===== config.mk =====
export PLATFORM = sky130hd
export DESIGN_NAME = gravador_sequencia
export DESIGN_NICKNAME = d
export VERILOG_FILES = /design/src/rtl/gravador_sequencia_pkg.sv /design/src/rtl/sync_ram_16x4.sv /design/src/rtl/gravador_sequencia.sv
export SDC_FILE = /design/constraint.sdc
export NUM_CORES = 1
export LEC_CHECK = 0
export ABC_AREA = 1
export CAP_MARGIN = 10
export CORE_AREA = 2 2 104 96
export DETAILED_ROUTE_END_ITERATION = 7
export DIE_AREA = 0 0 106 98
export HOLD_SLACK_MARGIN = 0.03
export PLACE_DENSITY = 0.78
export SLEW_MARGIN = 25
export SYNTH_ARGS = -nofsm -noshare
export SYNTH_HDL_FRONTEND = slang
export SYNTH_HIERARCHICAL = 1
export SYNTH_SLANG_ARGS = --single-unit

===== constraint.sdc =====
create_clock -name clock -period 1.7 [get_ports clock]
set_clock_uncertainty 0.2 [all_clocks]
set_input_delay 0.34 -clock clock [delete_from_list [all_inputs] [get_ports clock]]
set_output_delay 0.34 -clock clock [all_outputs]
set_load 0.02 [all_outputs]

===== src/rtl/gravador_sequencia_pkg.sv =====
// Shared constants for the sequence recorder: state encoding (also shown on
// db_estado), RAM geometry and a one-hot helper.
package gravador_sequencia_pkg;

    localparam int RAM_PROF = 16;
    localparam int RAM_LARG = 4;
    localparam int RAM_END  = 4;

    typedef enum logic [3:0] {
        ST_OCIOSO        = 4'h0,
        ST_ESPERA_JOGADA = 4'h1,
        ST_REGISTRA      = 4'h2,
        ST_GRAVA         = 4'h3,
        ST_ESPERA_SOLTA  = 4'h4,
        ST_PROXIMA       = 4'h5,
        ST_FIM           = 4'hA,
        ST_ERRO          = 4'hE
    } estado_t;

    function automatic logic eh_onehot(input logic [3:0] v);
        return (v != 4'b0000) && ((v & (v - 4'b0001)) == 4'b0000);
    endfunction

endpackage


===== src/rtl/sync_ram_16x4.sv =====
// 16x4 RAM with one synchronous write port and one registered read port.
// Read-during-write to the same address returns the previous contents.
module sync_ram_16x4
    import gravador_sequencia_pkg::*;
(
    input  logic                clk,
    input  logic                i_we,
    input  logic [RAM_END-1:0]  i_wr_addr,
    input  logic [RAM_LARG-1:0] i_wr_data,
    input  logic [RAM_END-1:0]  i_rd_addr,
    output logic [RAM_LARG-1:0] o_rd_data
);

    logic [RAM_LARG-1:0] r_mem [RAM_PROF];
    logic [RAM_LARG-1:0] r_rd_data;

    // write port and registered read port
    always_ff @(posedge clk) begin
        if (i_we) begin
            r_mem[i_wr_addr] <= i_wr_data;
        end
        r_rd_data <= r_mem[i_rd_addr];
    end

    assign o_rd_data = r_rd_data;

endmodule


===== src/rtl/gravador_sequencia.sv =====
// Memory-game sequence recorder: captures button presses into a 16x4 RAM until
// MAX_JOGADAS entries or an inactivity timeout. Optional: GRAVADOR_ONEHOT_CHECK_EN.
module gravador_sequencia
    import gravador_sequencia_pkg::*;
#(
    parameter int TIMEOUT     = 5000,
    parameter int MAX_JOGADAS = 16
) (
    input  logic       clock,
    input  logic       reset,
    input  logic       iniciar,
    input  logic [3:0] botoes,
    input  logic [3:0] rd_endereco,
    output logic [3:0] rd_dado,
    output logic [4:0] tamanho,
    output logic       gravando,
    output logic       pronto,
    output logic       erro_timeout,
    output logic [3:0] leds,
    output logic [3:0] db_estado
);

    localparam int             TW        = (TIMEOUT > 1) ? $clog2(TIMEOUT) : 1;
    localparam logic [TW-1:0]  TIMER_FIM = TW'(TIMEOUT - 1);
    localparam logic [4:0]     TAM_MAX   = 5'(MAX_JOGADAS);

    estado_t       r_estado;
    estado_t       w_prox;
    logic [TW-1:0] r_timer;
    logic [4:0]    r_tamanho;
    logic [3:0]    r_ptr;
    logic [3:0]    r_capturado;
    logic          r_descartado;
    logic          r_botao_ant;
    logic          r_gravando;
    logic          r_pronto;
    logic          r_erro;
    logic          r_leitura_ok;
    logic          w_borda;
    logic          w_inicio;
    logic          w_aceita;
    logic          w_we;
    logic [3:0]    w_ram_rd;

    assign w_borda  = (|botoes) & ~r_botao_ant;
    assign w_inicio = iniciar && ((r_estado == ST_OCIOSO) || (r_estado == ST_FIM) ||
                                  (r_estado == ST_ERRO));
    assign w_we     = (r_estado == ST_GRAVA);

`ifdef GRAVADOR_ONEHOT_CHECK_EN
    assign w_aceita = eh_onehot(botoes);
`else
    assign w_aceita = 1'b1;
`endif

    // next-state logic
    always_comb begin
        w_prox = r_estado;
        case (r_estado)
            ST_OCIOSO, ST_FIM, ST_ERRO: begin
                if (iniciar) begin
                    w_prox = ST_ESPERA_JOGADA;
                end else begin
                    w_prox = r_estado;
                end
            end
            ST_ESPERA_JOGADA: begin
                if (w_borda) begin
                    w_prox = ST_REGISTRA;
                end else if (r_timer == TIMER_FIM) begin
                    w_prox = (r_tamanho != 5'd0) ? ST_FIM : ST_ERRO;
                end else begin
                    w_prox = ST_ESPERA_JOGADA;
                end
            end
            ST_REGISTRA: begin
                if (w_aceita) begin
                    w_prox = ST_GRAVA;
                end else begin
                    w_prox = ST_ESPERA_SOLTA;
                end
            end
            ST_GRAVA: w_prox = ST_ESPERA_SOLTA;
            ST_ESPERA_SOLTA: begin
                // a discarded press skips PROXIMA so the write pointer stays put
                if (botoes == 4'b0000) begin
                    w_prox = r_descartado ? ST_ESPERA_JOGADA : ST_PROXIMA;
                end else begin
                    w_prox = ST_ESPERA_SOLTA;
                end
            end
            ST_PROXIMA: begin
                if (r_tamanho == TAM_MAX) begin
                    w_prox = ST_FIM;
                end else begin
                    w_prox = ST_ESPERA_JOGADA;
                end
            end
            default: w_prox = ST_OCIOSO;
        endcase
    end

    // state, datapath registers and registered status outputs
    always_ff @(posedge clock or negedge reset) begin
        if (!reset) begin
            r_estado     <= ST_OCIOSO;
            r_timer      <= '0;
            r_tamanho    <= 5'd0;
            r_ptr        <= 4'd0;
            r_capturado  <= 4'd0;
            r_descartado <= 1'b0;
            r_botao_ant  <= 1'b0;
            r_gravando   <= 1'b0;
            r_pronto     <= 1'b0;
            r_erro       <= 1'b0;
            r_leitura_ok <= 1'b0;
        end else begin
            r_estado     <= w_prox;
            r_botao_ant  <= |botoes;
            r_leitura_ok <= 1'b1;
            r_timer      <= (r_estado == ST_ESPERA_JOGADA) ? (r_timer + TW'(1)) : '0;
            if (w_inicio) begin
                r_tamanho <= 5'd0;
            end else if (w_we) begin
                r_tamanho <= r_tamanho + 5'd1;
            end
            if (w_inicio) begin
                r_ptr <= 4'd0;
            end else if ((r_estado == ST_PROXIMA) && (w_prox == ST_ESPERA_JOGADA)) begin
                r_ptr <= r_ptr + 4'd1;
            end
            if (r_estado == ST_REGISTRA) begin
                r_descartado <= ~w_aceita;
                if (w_aceita) begin
                    r_capturado <= botoes;
                end
            end
            r_gravando <= !((w_prox == ST_OCIOSO) || (w_prox == ST_FIM) || (w_prox == ST_ERRO));
            r_pronto   <= (w_prox == ST_FIM);
            r_erro     <= (w_prox == ST_ERRO);
        end
    end

    sync_ram_16x4 u_ram (
        .clk       (clock),
        .i_we      (w_we),
        .i_wr_addr (r_ptr),
        .i_wr_data (r_capturado),
        .i_rd_addr (rd_endereco),
        .o_rd_data (w_ram_rd)
    );

    // RAM has no reset; hold the read data at zero until its register is loaded
    assign rd_dado      = r_leitura_ok ? w_ram_rd : 4'd0;
    assign tamanho      = r_tamanho;
    assign gravando     = r_gravando;
    assign pronto       = r_pronto;
    assign erro_timeout = r_erro;
    assign leds         = r_capturado;
    assign db_estado    = r_estado;

endmodule


; Yosys cells after proc, flatten, opt, wreduce, memory -nomap -nowiden
; Memory sizes are Yosys's and may differ from the RTL's. A register that Yosys moved wholly into a read port is not among the register bits.
; Cells that the tools add are included.
; Widths: inputs -> output; s select.
[word_totals]
ff_bits = 35
ram_bits = 64
n_memories = 1
[classes]
n_addsub = 3
n_eq_ne = 12
muxes = 15
bitwise = 2
reduce_logical = 15
[memory_table]
columns = memory, words, width, read_ports, rd_ports_with_merged_regs, write_ports, line
row1 = u_ram.r_mem, 16, 4, 1, 1, 1, sync_ram_16x4.sv:14  ; logic [RAM_LARG-1:0] r_mem [RAM_PROF];
[ops]
columns = cell, n
row1 = $mux 4, 7
row2 = $pmux 4 s6, 1
row3 = $eq 4x4->1 const B, 4
row4 = $add 13x1->13 const B, 1
row5 = $eq 13x13->1 const B, 1
row6 = $mux 13, 1
row7 = $logic_not 4->1, 3
row8 = $mux 5, 2
row9 = $eq 4x1->1 const B, 2
row10 = $eq 4x2->1 const B, 2
row11 = $eq 4x3->1 const B, 2
row12 = $add 5x1->5 const B, 1
row13 = $eq 5x5->1 const B, 1
row14 = $reduce_bool 5->1, 1
row15 = $add 4x1->4 const B, 1
row16 = $logic_or 1x1->1, 4
row17 = $reduce_bool 2->1, 2
row18 = $reduce_or 4->1, 1
row19 = $mux 1, 3
row20 = $mux 3, 1
row21 = $reduce_or 3->1, 1
row22 = $logic_and 1x1->1, 2
row23 = $and 1x1->1, 1
row24 = $logic_not 1->1, 1
row25 = $not 1->1, 1

; Depth between registers and ports, before layout
; Gate-level depths: netlist (run 1).
[logic_depth]
word_depth = 9
mapped_depth = 11
depth_no_buf = 11

; By module
; The synthesis (run 1) kept the hierarchy.
[modules_own_cells]
columns = mod, instances, cells_each, area_each_um2
row1 = sync_ram_16x4, 1, 290, 2966.6
row2 = gravador_sequencia, 1, 226, 1818.0

; Worst setup path after synthesis (run 1)
; No wires, ideal clock.
[synth_path]
path_kind = register to register
from = register r_estado[3] (netlist: db_estado[3])
to = memory u_ram.r_mem[12][0] (enable)
setup_ns = 0.329
arrival_time_ns = 1.331
required_ns = 1.171
setup_slack_ns = -0.160
path_stages_with_launch = 6
path_buffers = 0
cell_sequence = dfrtp_1 > nor2_4 > nand3_2 > inv_2 > nand3_1 > nor2_1
[synth_between]
elab_chain_cells = 3
[synth_rtl]
columns = element, line
row1 = "start, declared", gravador_sequencia.sv:27  ; estado_t r_estado;
row2 = "start signal, assigned", gravador_sequencia.sv:118  ; r_estado <= w_prox;
row3 = $eq 4x2->1, gravador_sequencia.sv:48  ; assign w_we = (r_estado == ST_GRAVA);
row4 = net w_we, gravador_sequencia.sv:42  ; logic w_we;
row5 = $mux 1, sync_ram_16x4.sv:19  ; if (i_we) begin
row6 = $mux 1 (not written as such), sync_ram_16x4.sv:20  ; r_mem[i_wr_addr] <= i_wr_data;
row7 = "end, declared", sync_ram_16x4.sv:14
; The timed path passes the listed nets, and every way through them passes these cells.

; Final worst setup path (run 1)
[layout_path]
from = register r_estado[3] (netlist: db_estado[3])
to = memory u_ram.r_mem[11][0] (enable)
; Same word-level chain as after synthesis.

==> flow_summary.json, run 1 <==
{
  "cp_max_fo": 4,
  "finalCriticalPeriod_ns": 1.82,
  "critPathKind": "reg -> reg",
  "crit_required_ns": 1.58,
  "areaGrowthSynthToFinish_pct": 22.8,
  "grt_pass1_wl_microns": 17200,
  "r2r_slack_ns": -0.12,
  "gp_congestion": 0.898,
  "synth.avg_cell_area_sq_um": 9.27,
  "finish.utilization_pct": 62.5,
  "synthesis.area_sq_um": 4780,
  "clockRootBuffer": "clkbuf_8",
  "hold_viol": 0,
  "ir_drop_mv": 0.809,
  "cts_tree": "done",
  "wirelength_microns": 10600,
  "p_leak_nw": 2.73,
  "synth_top_area_cell": "edfxtp_1",
  "synth_seq_cells": 103,
  "wire_per_inst_microns": 14.6,
  "vias_per_cell": 5.11,
  "final_common_cell": "nand2_1",
  "final_nets": 611,
  "clkSinkCount": 103,
  "startpoint_type": "flip-flop",
  "synth_ff_type": "edfxtp_1",
  "remaining_drc_errors": 0,
  "violations": "negative setup slack",
  "die_h_microns": 98,
  "critPathSlowestCell": "dfrtp_2",
  "dp_hpwl_microns": 7460,
  "vias": 3712,
  "grt_pass1_vias": 3569,
  "r2r-end": "u_ram/r_mem[11][0]",
  "async_flop_share_pct": 34.0,
  "final_antenna_net_count": 0,
  "ys_warn_count": 6,
  "hp-class": "in -> async",
  "setup_viol": 49,
  "r2r-start": "db_estado[3]",
  "drtIter0Drc": 235,
  "drive_gt1_share_pct": 22.8,
  "reg2reg_depth": 6,
  "ys_seq_area_share_pct": 60.1,
  "synth_cell_types": 35,
  "synth_area_leaders": "edfxtp_1, dfrtp_1, nand2_1, inv_1, nand3_1",
  "grt_max_degree": 33,
  "die-width_microns": 106,
  "drv_cap": 0,
  "first_pass_iters": 5,
  "coreArea_sq_um": 9400,
  "port_buffers": 30,
  "grt_overflow": 0,
  "rows": 34,
  "crit_chain": "nor2_4 -> nand3_4 -> inv_4 -> nand3b_1 -> nor2_1 -> buf_4",
  "io_pins": 31,
  "clk_pin_slew_ns": 0.10,
  "clk_latency_ns": 0.36,
  "clockBufferDepth": 2,
  "status": "finished, violations left",
  "cp-startpoint": "db_estado[3]",
  "synth_nets": 531,
  "min_period_over_period_pct": 107,
  "cts_buffers": 9,
  "layout_common_cells": "nand2_1, inv_1, edfxtp_1",
  "fin_ws_ns": -0.119,
  "synth-edff-count": 64,
  "max_freq_mhz": 550,
  "crit_arrival_ns": 1.70,
  "antennaDiodeCount": 0,
  "p_per_area_nw_per_um2": 1150,
  "die-area_sq_um": 10400,
  "grt_usage_pct": 21.3,
  "floorplan.initialDensity_pct": 50.9,
  "htree_levels": 3,
  "cp-endpoint": "u_ram/r_mem[11][0]",
  "antenna_found_initial": 0,
  "slew_viol_final": 0,
  "slowest_delay_ns": 0.44,
  "syn_inst": 516,
  "worst_setup_path_end_kind": "flip-flop",
  "synth_top_area_share_pct": 40.2,
  "pre_cts_ws_ns": -0.250,
  "rsz0062_at_grt": "true"
}
[logic make-up after synthesis]
group / after synthesis / synth area share, %
other: 1 / 0.0784
AND/OR/NAND/NOR: 280 / 26.1
XOR/XNOR: 4 / 0.732
AO/OA/AOI/OAI: 23 / 2.54
adder cells (fa/ha/maj): 4 / 1.05
buffers and inverters: 101 / 9.34
flip-flops: 103 / 60.1
[synth_stat cells, types with 5 or more instances]
master / n
dfrtp_1: 35
o21ai_0: 6
nor2_1: 49
inv_2: 7
a21oi_1: 12
inv_1: 79
nor3_1: 10
buf_6: 5
nand3_1: 58
edfxtp_1: 64
nand2_1: 140
[through the flow]
stage / cells / setup TNS, ns / cell area, sq um / power, mW / hold slack, ns
CTS: 723 / -1.43 / 5760 / 6.66 / 0.199
floorplan: 516 / -4.60 / 4850 / 4.28 / -0.156
global route: 727 / -5.02 / 5880 / 7.12 / 0.245
global placement: 700 / -2.17 / 5540 / 5.04 / 0.0786
finish: 727 / -2.47 / 5880 / 6.76 / 0.207
detailed placement: 700 / -3.27 / 5540 / 5.11 / 0.0817
[sequential cells by signal, indices dropped and copies added (netlist names), 4 cells and up]
| name | cells |
|---|---|
| u_ram/o_rd_data | 4 |
| db_estado | 4 |
| u_ram/r_mem | 64 |
| tamanho | 5 |
| r_timer | 13 |
| leds | 4 |
| r_ptr | 4 |
[area by class of cell]
type	count	area (sq um)
fillers	779	3520
flip-flops and latches	103	2890
multi-input cells	312	1600
repair buffers	80	677
inverters	90	355
well taps	126	158
clock buffers	9	124
clock inverters	7	78.8
[power breakdown]
part	internal, mW	switching [mW]	total [mW]
Clock	0.700	0.878	1.58
Combinational	0.688	1.20	1.89
Sequential	3.09	0.207	3.29
[per-layer routing]
metal	vias up	global-route usage [%]	wire [microns]
met5	-	0	0
met4	0	6.48	240
met3	19	3.94	562
met2	122	36.3	5340
met1	1765	27.9	4440
li1	1806	-	-
[critical path, delay by kind of cell (launching register included)]
family	cells	cell delay, ns
and+or+nand+nor	4	0.65
DFF	1	0.44
buffers and inverters	2	0.24
[repair_timing]
item                                   in CTS  in global routing
resized for setup                          40                 40
endpoints found under the hold margin      35                  0
setup buffers                               6                  5
hold buffers                                1                  0
setup endpoints to repair                  55                 70
pin swaps                                   3                 11
[worst min path at each step]
stage                from            to  slack, ns  cells past startpoint
CTS                 reset        pronto       0.20                      2
global placement    reset        pronto       0.08                      1
finish              reset        pronto       0.21                      2
floorplan           reset  db_estado[0]      -0.16                      0
global route        reset    tamanho[1]       0.25                      2
detailed placement  reset        pronto       0.08                      1
Note: power is estimated with default switching activity, not from simulation.
==> run 2: changes to the inputs <==
--- a/config.mk
+++ b/config.mk
@@ -12,6 +12,7 @@
 export DIE_AREA = 0 0 106 98
 export HOLD_SLACK_MARGIN = 0.03
 export PLACE_DENSITY = 0.78
+export REMOVE_ABC_BUFFERS = 1
 export SLEW_MARGIN = 25
 export SYNTH_ARGS = -nofsm -noshare
 export SYNTH_HDL_FRONTEND = slang
==> run 2 against run 1 <==
The flow still finishes with violations (negative setup slack). Power is 3.1% lower. Clock-buffer cell count did not move. Global-route usage fell by 1.2 points. First-iteration DRC count is 13% lower. Non-clock buffer count decreased by 2. Setup slack improved by 0.078 ns. Flip-flop and latch count unchanged. Via count shrank 2.7%. Maximum frequency is 4.5% higher. Hold slack improved by 0.11 ns. Highest routed layer unchanged.
==> flow_summary.json, run 2 (synthesis results as in run 1) <==
{
  "status": "finished, violations left",
  "violations": "negative setup slack",
  "reg2reg_depth": 6,
  "port_buffers": 30,
  "antennaDiodeCount": 0,
  "p_per_area_nw_per_um2": 1110,
  "crit_chain": "nor2_4 -> nand3_2 -> inv_4 -> nand3b_1 -> buf_4 -> nor2_4",
  "crit_family": "simple AND/OR/NAND/NOR gates",
  "layout_common_cells": "nand2_1, inv_1, edfxtp_1",
  "critPathKind": "reg -> reg",
  "die-width_microns": 106,
  "finalCriticalPeriod_ns": 1.74,
  "cts_buffers": 9,
  "clk_pin_slew_ns": 0.11,
  "vias": 3613,
  "areaGrowthSynthToFinish_pct": 23.1,
  "pre_cts_ws_ns": -0.256,
  "grt_max_degree": 36,
  "grt_pass1_vias": 3527,
  "grt_usage_pct": 20.1,
  "first_pass_iters": 5,
  "clkSinkCount": 103,
  "final_nets": 609,
  "critPathSlowestCell": "dfrtp_1",
  "drive_gt1_share_pct": 23.2,
  "ir_drop_mv": 0.600,
  "antenna_found_initial": 0,
  "r2r-end": "u_ram/r_mem[9][3]",
  "dp_hpwl_microns": 7030,
  "grt_overflow": 0,
  "design_area_sq_um": 5890,
  "fin_ws_ns": -0.0403,
  "hp-class": "in -> async",
  "power_mw": 6.55,
  "drtIter0Drc": 204,
  "remaining_drc_errors": 0,
  "drv_cap": 0,
  "rows": 34,
  "max_freq_mhz": 575,
  "min_period_over_period_pct": 102,
  "final_antenna_net_count": 0,
  "r2r_slack_ns": -0.04,
  "clockBufferDepth": 2,
  "htree_levels": 3,
  "cts_tree": "done",
  "grt_util_met1_pct": 25.3,
  "grt.busiest_layer": "met2",
  "gr-usage-met2_pct": 34.9,
  "grt_pass1_wl_microns": 16400,
  "critPathBufInv": 2,
  "detailed_place.area_sq_um": 5510,
  "met3_usage_pct": 4.01,
  "vias_per_cell": 4.98,
  "die-area_sq_um": 10400,
  "wirelength_microns": 10200,
  "io_pins": 31,
  "slew_viol_final": 0,
  "floorplan.initialDensity_pct": 50.9,
  "clk_latency_ns": 0.36,
  "die_h_microns": 98,
  "cp_max_fo": 5,
  "final_common_cell": "nand2_1",
  "hold_ws_ns": 0.319,
  "largest_reg_flops": 64,
  "coreArea_sq_um": 9400,
  "p_leak_nw": 2.73,
  "hold_viol": 0,
  "rsz0062_at_grt": "true",
  "top_register": "u_ram/r_mem",
  "r2r-start": "db_estado[3]",
  "worst_setup_path_end_kind": "flip-flop",
  "cp.depth": 6,
  "crit_required_ns": 1.57,
  "slowest_delay_ns": 0.43,
  "startpoint_type": "flip-flop",
  "cp-startpoint": "db_estado[3]",
  "fill_cells": 742,
  "setup_viol": 17,
  "wire_per_inst_microns": 14.1,
  "gp_congestion": 0.919,
  "crit_arrival_ns": 1.61,
  "crit_top_cell": "nor2_4",
  "clockRootBuffer": "clkbuf_8"
}
run 2: cell types whose count changed in the layout (fill, tap and decap cells not counted), sizes merged:
cell	delta
buf	-3
bufinv	-1
clkbuf	+6
clkdlybuf4s15	-4
clkinv	+1
dlygate4sd2	-1
run 2: per-layer routing:
layer	wire (microns)	vias to the layer above
met4	172	0
li1	-	1797
met1	4270	1694
met2	5160	107
met5	0	-
met3	603	15
run 2: report_power, final:
| part | internal [mW] | switching [mW] | total [mW] |
|---|---|---|---|
| combinational | 0.614 | 1.20 | 1.82 |
| sequential | 3.08 | 0.197 | 3.28 |
| clock | 0.566 | 0.889 | 1.45 |
| total | 4.26 | 2.29 | 6.55 |
run 2: worst reg2reg max path, delay by kind of cell (launching register included):
kind	cells	cell delay, ns
buffers and inverters	2	0.31
flip-flops	1	0.43
AND/OR/NAND/NOR	4	0.51
run 2: worst max-delay path by stage:
stage                               to
finish               u_ram/r_mem[9][3]
global route               r_timer[10]
CTS                         rd_dado[2]
detailed placement            gravando
global placement              gravando
floorplan           u_ram/r_mem[12][0]
run 2: layout make-up:
| class | count | area (sq um) | share of cell area [%] |
|---|---|---|---|
| tap | 126 | 158 | 2.68 |
| sequential | 103 | 2880 | 48.9 |
| clock buffer | 9 | 124 | 2.10 |
| inverter | 90 | 355 | 6.03 |
| multi-input combinational | 312 | 1630 | 27.8 |
| timing repair buffer | 78 | 673 | 11.4 |
| clock inverter | 7 | 65.1 | 1.10 |
run 2: repair_timing:
action                     4_1_cts  5_1_grt
hold endpoints to repair        35        0
hold buffers                     1        0
pin swaps                        0        4
setup endpoints to repair       50       86
setup buffers                    3        3
resized for setup               47       68
gates cloned                     0        0
run 2: metrics by stage:
step | TNS [ns] | cells | utilization [%]
floorplan | -9.45 | 505 | -
global placement | -1.57 | 704 | 58.7
detailed placement | -2.14 | 704 | 58.7
CTS | -0.139 | 724 | 61.2
global route | -4.00 | 725 | 62.6
finish | -0.387 | 725 | 62.6
